$ cat config.mk
export PLATFORM = sky130hd
export DESIGN_NAME = data_cache
export DESIGN_NICKNAME = d
export VERILOG_FILES = /design/src/rtl/data_cache.sv
export SDC_FILE = /design/constraint.sdc
export NUM_CORES = 1
export LEC_CHECK = 0
export BUFFER_PORTS_ARGS = -buffer_cell sky130_fd_sc_hd__buf_2
export CORE_MARGIN = 4
export CORE_UTILIZATION = 59
export DETAILED_ROUTE_END_ITERATION = 16
export PLACE_DENSITY = 0.77
export SLEW_MARGIN = 20
export SYNTH_ARGS = -nofsm -noshare
export SYNTH_HDL_FRONTEND = slang
export SYNTH_SLANG_ARGS = --single-unit
$ cat constraint.sdc
create_clock -name clk -period 16.6 [get_ports clk]
set_clock_uncertainty 0.05 [all_clocks]
set_input_delay 0 -clock clk [delete_from_list [all_inputs] [get_ports clk]]
set_output_delay 0 -clock clk [all_outputs]
set_load 0.03 [all_outputs]
$ cat src/rtl/data_cache.sv
// Direct-mapped, write-through, no-write-allocate data cache for the memory stage.
// Loads hit in zero cycles; misses and all stores stall until backing memory acks.
module data_cache #(
    parameter int WIDTH = 32,
    parameter int SETS  = 16,
    parameter int CNT_W = 16
) (
    input  logic             clk,
    input  logic             rst,
    input  logic             cpu_re,
    input  logic             cpu_we,
    input  logic [WIDTH-1:0] cpu_addr,
    input  logic [WIDTH-1:0] cpu_wdata,
    output logic [WIDTH-1:0] cpu_rdata,
    output logic             stall,
    output logic             mem_req,
    output logic             mem_we,
    output logic [WIDTH-1:0] mem_addr,
    output logic [WIDTH-1:0] mem_wdata,
    input  logic [WIDTH-1:0] mem_rdata,
    input  logic             mem_ack,
    output logic [CNT_W-1:0] hit_cnt,
    output logic [CNT_W-1:0] miss_cnt
);
    localparam int IDX_W = $clog2(SETS);
    localparam int TAG_W = WIDTH - IDX_W - 2;

    typedef enum logic [1:0] {IDLE, MEM_RD, MEM_WR} state_t;

    state_t             state_q, state_d;
    logic [SETS-1:0]    valid_q, valid_d;
    logic [TAG_W-1:0]   tag_q  [SETS];
    logic [WIDTH-1:0]   data_q [SETS];
    logic [WIDTH-3:0]   addr_q;
    logic [WIDTH-1:0]   wdata_q;
    logic [CNT_W-1:0]   hit_cnt_q, hit_cnt_d;
    logic [CNT_W-1:0]   miss_cnt_q, miss_cnt_d;

    logic [IDX_W-1:0]   cpu_idx, lat_idx;
    logic [TAG_W-1:0]   cpu_tag, lat_tag;
    logic               is_store, is_load, cpu_hit, lat_hit;
    logic               unused_addr_bits;

    function automatic logic [CNT_W-1:0] sat_inc(input logic [CNT_W-1:0] v);
        return (&v) ? v : v + CNT_W'(1);
    endfunction

    assign cpu_idx  = cpu_addr[IDX_W+1:2];
    assign cpu_tag  = cpu_addr[WIDTH-1:IDX_W+2];
    assign lat_idx  = addr_q[IDX_W-1:0];
    assign lat_tag  = addr_q[WIDTH-3:IDX_W];
    assign unused_addr_bits = ^cpu_addr[1:0];

    // A simultaneous load and store is treated as a store.
    assign is_store = cpu_we;
    assign is_load  = cpu_re & ~cpu_we;
    assign cpu_hit  = valid_q[cpu_idx] && (tag_q[cpu_idx] == cpu_tag);
    assign lat_hit  = valid_q[lat_idx] && (tag_q[lat_idx] == lat_tag);

    always_ff @(posedge clk) begin
        if (!rst) begin
            state_q    <= IDLE;
            valid_q    <= '0;
            hit_cnt_q  <= '0;
            miss_cnt_q <= '0;
        end else begin
            state_q    <= state_d;
            valid_q    <= valid_d;
            hit_cnt_q  <= hit_cnt_d;
            miss_cnt_q <= miss_cnt_d;
        end
    end

    // Tag/data arrays and request latches carry no reset; a reset cycle only suppresses writes.
    always_ff @(posedge clk) begin
        if (rst) begin
            if (state_q == MEM_RD && mem_ack) begin
                tag_q[lat_idx]  <= lat_tag;
                data_q[lat_idx] <= mem_rdata;
            end else if (state_q == MEM_WR && mem_ack && lat_hit) begin
                data_q[lat_idx] <= wdata_q;
            end
            if (state_q == IDLE && (cpu_re || cpu_we)) begin
                addr_q  <= cpu_addr[WIDTH-1:2];
                wdata_q <= cpu_wdata;
            end
        end
    end

    always_comb begin
        state_d    = state_q;
        valid_d    = valid_q;
        hit_cnt_d  = hit_cnt_q;
        miss_cnt_d = miss_cnt_q;
        case (state_q)
            IDLE: begin
                if (is_store) begin
                    state_d = MEM_WR;
                end else if (is_load && cpu_hit) begin
                    hit_cnt_d = sat_inc(hit_cnt_q);
                end else if (is_load) begin
                    miss_cnt_d = sat_inc(miss_cnt_q);
                    state_d    = MEM_RD;
                end
            end
            MEM_RD: begin
                if (mem_ack) begin
                    valid_d[lat_idx] = 1'b1;
                    state_d          = IDLE;
                end
            end
            MEM_WR: begin
                if (mem_ack) state_d = IDLE;
            end
            default: state_d = IDLE;
        endcase
    end

    always_comb begin
        stall     = 1'b0;
        cpu_rdata = '0;
        mem_req   = 1'b0;
        mem_we    = 1'b0;
        case (state_q)
            IDLE: begin
                if (is_store) begin
                    stall = 1'b1;
                end else if (is_load && cpu_hit) begin
                    cpu_rdata = data_q[cpu_idx];
                end else if (is_load) begin
                    stall = 1'b1;
                end
            end
            MEM_RD: begin
                mem_req = 1'b1;
                stall   = ~mem_ack;
                if (mem_ack) cpu_rdata = mem_rdata;
            end
            MEM_WR: begin
                mem_req = 1'b1;
                mem_we  = 1'b1;
                stall   = ~mem_ack;
            end
            default: ;
        endcase
    end

    assign mem_addr  = {addr_q, 2'b00};
    assign mem_wdata = wdata_q;
    assign hit_cnt   = hit_cnt_q;
    assign miss_cnt  = miss_cnt_q;

endmodule
==> flow_summary.json, run 1 <==
{
  "run_status": "finished, final reports clean",
  "wl_mm": 112,
  "synth_edf_count": 990,
  "ys_ff_latch": 1044,
  "cts_sinks": 1044,
  "synth_cell_types": 59,
  "gp_congestion": 0.856,
  "die_h_um": 283,
  "place_inst": 3340,
  "stdcell_count": 3645,
  "hold_class": "in -> reg",
  "crit_path_end_kind": "register",
  "drv_cap": 0,
  "critPathKind": "reg -> reg",
  "placed_cell_area_um2": 47000,
  "route.vias.total": 24500,
  "n_antenna_cell": 0,
  "ios": 232,
  "synth-seq-area-share": 0.690,
  "worst_r2r_endpoint": "data_q[9][19]$_DFFE_PP_",
  "place_hpwl_mm": 60.0,
  "layout_min_cycle_time_ns": 6.90,
  "fp.coreArea_um2": 74700,
  "overflow": 0,
  "r2r_cells": 12,
  "io_buffers": 227,
  "yosysWarnings": 0,
  "synthCells": 2235,
  "maxSlewHeadroom": 0.292,
  "slew_viol_final": 0,
  "regToRegSetupSlack_ns": 9.70,
  "dp_slack_ns": 9.44,
  "cellLeakagePower_nw": 17.3,
  "startpoint_type": "register",
  "post_cts_resized": 0,
  "rsz0062_at_grt": "false",
  "worstMarginPinSlew_ns": 1.06,
  "timing.final.crit_share": 0.416,
  "fill_cells": 4507,
  "syn-cell-area_um2": 44700,
  "synth_ff_type": "edfxtp_1",
  "dr.first_iter.drc_count": 2843,
  "dieArea_um2": 80200,
  "finalInstanceArea_um2": 51700,
  "async_reset_ff_frac": 0,
  "wire_per_inst_um": 30.7,
  "power_mw": 5.82,
  "grt_max_degree": 93,
  "antenna_found_initial": 1,
  "path_clk_slew_ns": 0.06,
  "cts-root-buf": "clkbuf_16",
  "grt_pass1_vias": 25300,
  "hold_violations": 0,
  "hold_end": "mem_wdata[15]$_DFFE_PP_",
  "fin_nets": 2698,
  "clk_latency_ns": 0.67,
  "grt_pass1_wl_mm": 167,
  "layout_commonest_cell": "edfxtp_1",
  "clock.fmax_mhz": 145,
  "grt_usage": 0.280,
  "drc": 0,
  "holdWs_ns": 0.0141,
  "holdPathStages": 2,
  "vdd.ir_drop.worst_mv": 0.0974,
  "die_w_um": 283,
  "drive_gt1_frac": 0.323,
  "vias_per_cell": 6.72,
  "mostFrequentLayoutCells": "990 x edfxtp_1, 374 x mux4_2, 224 x buf_2",
  "antenna_left": 0,
  "required_ns": 16.84,
  "setup_ws_ns": 9.70,
  "drtPass1Iterations": 5,
  "powerDensity_nw_per_um2": 113,
  "multi_input_area_um2": 13400,
  "cts_buffers": 103,
  "setup_viol": 0,
  "register_area_um2": 30800,
  "fp-row-count": 100,
  "start_util": 0.598,
  "avgSynthCellArea_um2": 20.0,
  "cts_tree": "built",
  "area_delta_synth_final_pct": 15.7,
  "final_core_util": 0.692,
  "path_max_fanout": 47,
  "arrival_ns": 7.14,
  "fin_tns_setup_ns": 0,
  "htreeDepth": 3,
  "cts_buffer_depth": 3,
  "hp-start": "cpu_wdata[15]"
}
==> worst max-delay path by stage <==
stage / slack (ns) / cells after the start / start / end
after global placement: 9.63 / 12 / register / data_q[0][5]$_DFFE_PP_
after detailed placement: 9.44 / 12 / register / data_q[0][5]$_DFFE_PP_
after global routing: 9.37 / 12 / register / data_q[9][19]$_DFFE_PP_
final: 9.70 / 12 / register / data_q[9][19]$_DFFE_PP_
after floorplan: 9.77 / 11 / register / data_q[0][0]$_DFFE_PP_
after CTS: 9.42 / 12 / register / data_q[8][25]$_DFFE_PP_
==> layout make-up <==
type,count,share of cell area
multi-input cells,1040,0.259
well taps,969,0.0235
inverters,9,0.000702
flip-flops and latches,1044,0.597
repair buffers,393,0.0525
clock buffers,128,0.0531
clock inverters,62,0.0150
==> kinds of logic after synthesis <==
group                      synth area share
DFF                                   0.690
and+or+nand+nor                      0.0397
other                             0.0000840
muxes                                 0.224
xor gates and xnor gates             0.0104
AOI/OAI and AO/OA                    0.0178
buffers and inverters                0.0163
adders and majority gates           0.00168
==> worst max-delay path, cell delays in order, from the launching register on <==
cell and delay, ns:
dfxtp_4 0.52, buf_6 0.60, buf_4 0.87, mux4_2 0.61, mux4_2 0.51, xor2_1 0.17
nor4_1 0.58, nand4_1 0.27, or4_2 0.59, buf_4 0.34, a21boi_4 0.37, nor3_2 0.31
buf_4 0.59
==> state kept, by name, summed over array words and instances, names as in the netlist, named ones only <==
name	cells
miss_cnt	16
tag_q	416
addr_q	30
state_q	2
hit_cnt	16
mem_wdata	32
data_q	512
valid_q	16
==> Yosys cell counts, types with 3 or more instances <==
master	number	area [um2]
and3_1	11	68.8
o211ai_1	4	30.0
buf_2	52	260
edfxtp_1	990	29700
o21a_1	3	22.5
a21oi_1	7	35.0
a211oi_1	6	45.0
xnor2_1	26	228
ha_1	6	75.1
buf_6	8	90.1
o21ai_0	6	30.0
a21o_1	19	143
nor2_1	31	116
dfxtp_1	54	1080
a22oi_1	14	105
or3_1	4	25.0
buf_4	9	67.6
nand2_1	124	465
nand4_1	13	81.3
a22o_1	11	96.3
nor3_2	8	80.1
o41ai_1	3	26.3
nand4b_1	4	35.0
mux2_1	30	338
xor2_1	27	236
and2_1	5	31.3
mux2_2	18	203
o31ai_1	4	30.0
buf_1	12	45.0
inv_1	9	33.8
mux4_2	374	8420
nor3_1	20	100
nor4_1	16	100
nor4_2	3	37.5
a221oi_1	3	26.3
clkbuf_1	62	233
nand3_1	50	250
mux2i_1	105	1050
nor2b_1	12	75.1
nand2b_1	33	206
or4_1	6	45.0
o22ai_1	9	56.3
==> routing by layer <==
layer,vias to the layer above,wire [um],global-route usage,part of all wire
li1,10100,-,-,-
met1,12800,40500,0.378,0.36
met2,1419,57900,0.475,0.52
met3,237,10000,0.0518,0.090
met4,2,3370,0.0815,0.030
met5,-,15,0,0.00013
==> power by group <==
group,leakage (nW),internal [mW],switching (mW)
clock,1.70,1.40,0.998
sequential,9.36,2.91,0.0365
combinational,6.28,0.215,0.261
total,17.3,4.52,1.30
==> timing repair <==
item / CTS / global route
hold buffers: 115 / 0
endpoints found under the hold margin: 407 / 0
setup buffers: 0 / 0
Note: power is estimated with default switching activity, not from simulation.
==> run 2, diff against run 1 <==
--- a/config.mk
+++ b/config.mk
@@ -7,9 +7,9 @@
 export LEC_CHECK = 0
 export BUFFER_PORTS_ARGS = -buffer_cell sky130_fd_sc_hd__buf_2
 export CORE_MARGIN = 4
-export CORE_UTILIZATION = 59
+export CORE_UTILIZATION = 55
 export DETAILED_ROUTE_END_ITERATION = 16
-export PLACE_DENSITY = 0.77
+export PLACE_DENSITY = 0.76
 export SLEW_MARGIN = 20
 export SYNTH_ARGS = -nofsm -noshare
 export SYNTH_HDL_FRONTEND = slang
==> constraint.sdc (replaced) <==
create_clock -name clk -period 5.9 [get_ports clk]
set_clock_uncertainty 0.05 [all_clocks]
set_input_delay 0 -clock clk [delete_from_list [all_inputs] [get_ports clk]]
set_output_delay 0 -clock clk [all_outputs]
set_load 0.03 [all_outputs]
==> run 2 against run 1 <==
  * Worst hold slack better by 0.012 ns
  * Critical path type unchanged
  * Wire length is 3.7% higher
  * Highest routed layer unchanged
  * Clock power grew to 2.6 times the previous value
==> flow_summary.json, run 2 (same netlist as run 1, synthesis figures left out) <==
{
  "htreeDepth": 3,
  "fp.coreArea_um2": 80500,
  "r2r_cells": 10,
  "critPathKind": "reg -> reg",
  "route.vias.total": 25000,
  "cts_buffers": 101,
  "run_status": "finished, final reports clean",
  "slowest_delay_ns": 0.74,
  "vias_per_cell": 6.66,
  "setup_viol": 0,
  "postCtsHoldBufs": 120,
  "cellLeakagePower_nw": 17.4,
  "dp_slack_ns": 0.697,
  "grt_usage": 0.272,
  "path_clk_slew_ns": 0.06,
  "powerDensity_nw_per_um2": 308,
  "ios": 232,
  "cts_buffer_depth": 3,
  "mostFrequentLayoutCells": "990 x edfxtp_1, 374 x mux4_2, 224 x buf_2",
  "power_frac_seq": 0.519,
  "maxSlewHeadroom": 0.265,
  "fin_tns_setup_ns": 0,
  "path_max_fanout": 27,
  "cp_cell_sequence": "buf_12 > mux4_2 > mux4_2 > xor2_1 > nor4_1 > nand4_1 > or4_2 > a21boi_4 > nor4_2 > buf_12",
  "swShare": 0.229,
  "crit_path_end_kind": "register",
  "grt_max_degree": 109,
  "postCtsSetupBuffers": 0,
  "worstMarginPinSlew_ns": 1.09,
  "largest_register_ffs": 512,
  "hold_violations": 0,
  "startpoint_type": "register",
  "clock.fmax_mhz": 190,
  "cp-endpoint": "data_q[8][5]$_DFFE_PP_",
  "arrival_ns": 5.57,
  "required_ns": 6.20,
  "drv_cap": 0,
  "cp_slowest_cell": "or4_2",
  "grt_pass1_wl_mm": 173,
  "grt_pass1_vias": 25900,
  "post_cts_resized": 0,
  "antenna_left": 0,
  "area_delta_synth_final_pct": 16.3,
  "drtPass1Iterations": 6,
  "place_hpwl_mm": 63.9,
  "fp-row-count": 104,
  "holdWs_ns": 0.0260,
  "cp.depth": 10,
  "slew_viol_final": 0,
  "setup_ws_ns": 0.626,
  "worst_r2r_endpoint": "data_q[8][5]$_DFFE_PP_",
  "drc": 0,
  "regMostFlops": "data_q",
  "p_clk_frac": 0.395,
  "crit_family": "simple AND/OR/NAND/NOR gates",
  "critPathBufInv": 2,
  "dieArea_um2": 85800,
  "regToRegSetupSlack_ns": 0.63,
  "io_buffers": 227,
  "start_util": 0.555,
  "hold_class": "in -> reg",
  "cts_sinks": 1044,
  "vdd.ir_drop.worst_mv": 0.329,
  "power_frac_comb": 0.086,
  "overflow": 0,
  "wl_mm": 116,
  "cts_tree": "built",
  "clk_latency_ns": 0.67,
  "layout_commonest_cell": "edfxtp_1",
  "dr.first_iter.drc_count": 3068,
  "p_int_mw": 12.3,
  "wire_per_inst_um": 30.9,
  "rsz0062_at_grt": "false",
  "cts-root-buf": "clkbuf_16",
  "timing.final.crit_share": 0.894,
  "drive_gt1_frac": 0.326,
  "antenna_found_initial": 1,
  "switching_power_mw": 3.67,
  "gp_congestion": 0.840,
  "fin_nets": 2724,
  "die_w_um": 293,
  "die_h_um": 293,
  "layout_min_cycle_time_ns": 5.27
}
## run 2: routing by layer
metal / vias to the layer above / track usage / routed length (um)
li1: 10100 / - / -
met1: 13000 / 0.369 / 41700
met2: 1577 / 0.450 / 58100
met3: 254 / 0.0506 / 11800
met4: 2 / 0.0936 / 4300
met5: - / 0 / 13
## run 2: power by group through the flow
stage          clock [mW]  combinational (mW)  sequential [mW]
2_1_floorplan           0               0.875             8.46
4_1_cts              6.38                1.37             8.31
3_3_place_gp            0                1.27             8.45
6_report             6.32                1.37             8.31
3_5_place_dp            0                1.29             8.47
5_1_grt              6.73                1.45             8.32
## run 2: through the flow
step	util	instances	power, mW	area (um2)
3_3_place_gp	0.590	3454	9.72	47500
4_1_cts	0.645	3755	16.1	51900
6_report	0.645	3756	16.0	51900
5_1_grt	0.645	3755	16.5	51900
2_1_floorplan	-	2236	9.33	44700
3_5_place_dp	0.590	3454	9.76	47500
## run 2: how the worst min path moves through the flow
stage / slack [ns] / start / depth (start not counted) / end
after floorplan: 0.05 / cpu_addr[2] / 0 / addr_q[0]$_DFFE_PP_
final: 0.03 / mem_rdata[5] / 2 / data_q[15][5]$_DFFE_PP_
after global routing: 0.006 / cpu_wdata[13] / 2 / mem_wdata[13]$_DFFE_PP_
after CTS: 0.0004 / mem_rdata[3] / 2 / data_q[2][3]$_DFFE_PP_
after global placement: 0.13 / cpu_wdata[29] / 1 / mem_wdata[29]$_DFFE_PP_
after detailed placement: 0.13 / cpu_wdata[21] / 1 / mem_wdata[21]$_DFFE_PP_
## run 2: layout make-up
cell class | instances | area, um2
clock buffer | 121 | 2600
sequential | 1044 | 30800
clock inverter | 60 | 611
tap | 1060 | 1330
multi-input combinational | 1040 | 13400
antenna | 1 | 2.50
inverter | 9 | 36.3
fill | 5235 | 28600
timing repair buffer | 421 | 3180
## run 2: worst register-to-register path: cells and delay by family (launching register included)
kind	cells	cell delay [ns]
and+or+nand+nor	4	2.12
muxes	2	1.05
DFF	1	0.67
buffers and inverters	2	0.55
AOI/OAI and AO/OA	1	0.32
xor gates and xnor gates	1	0.16
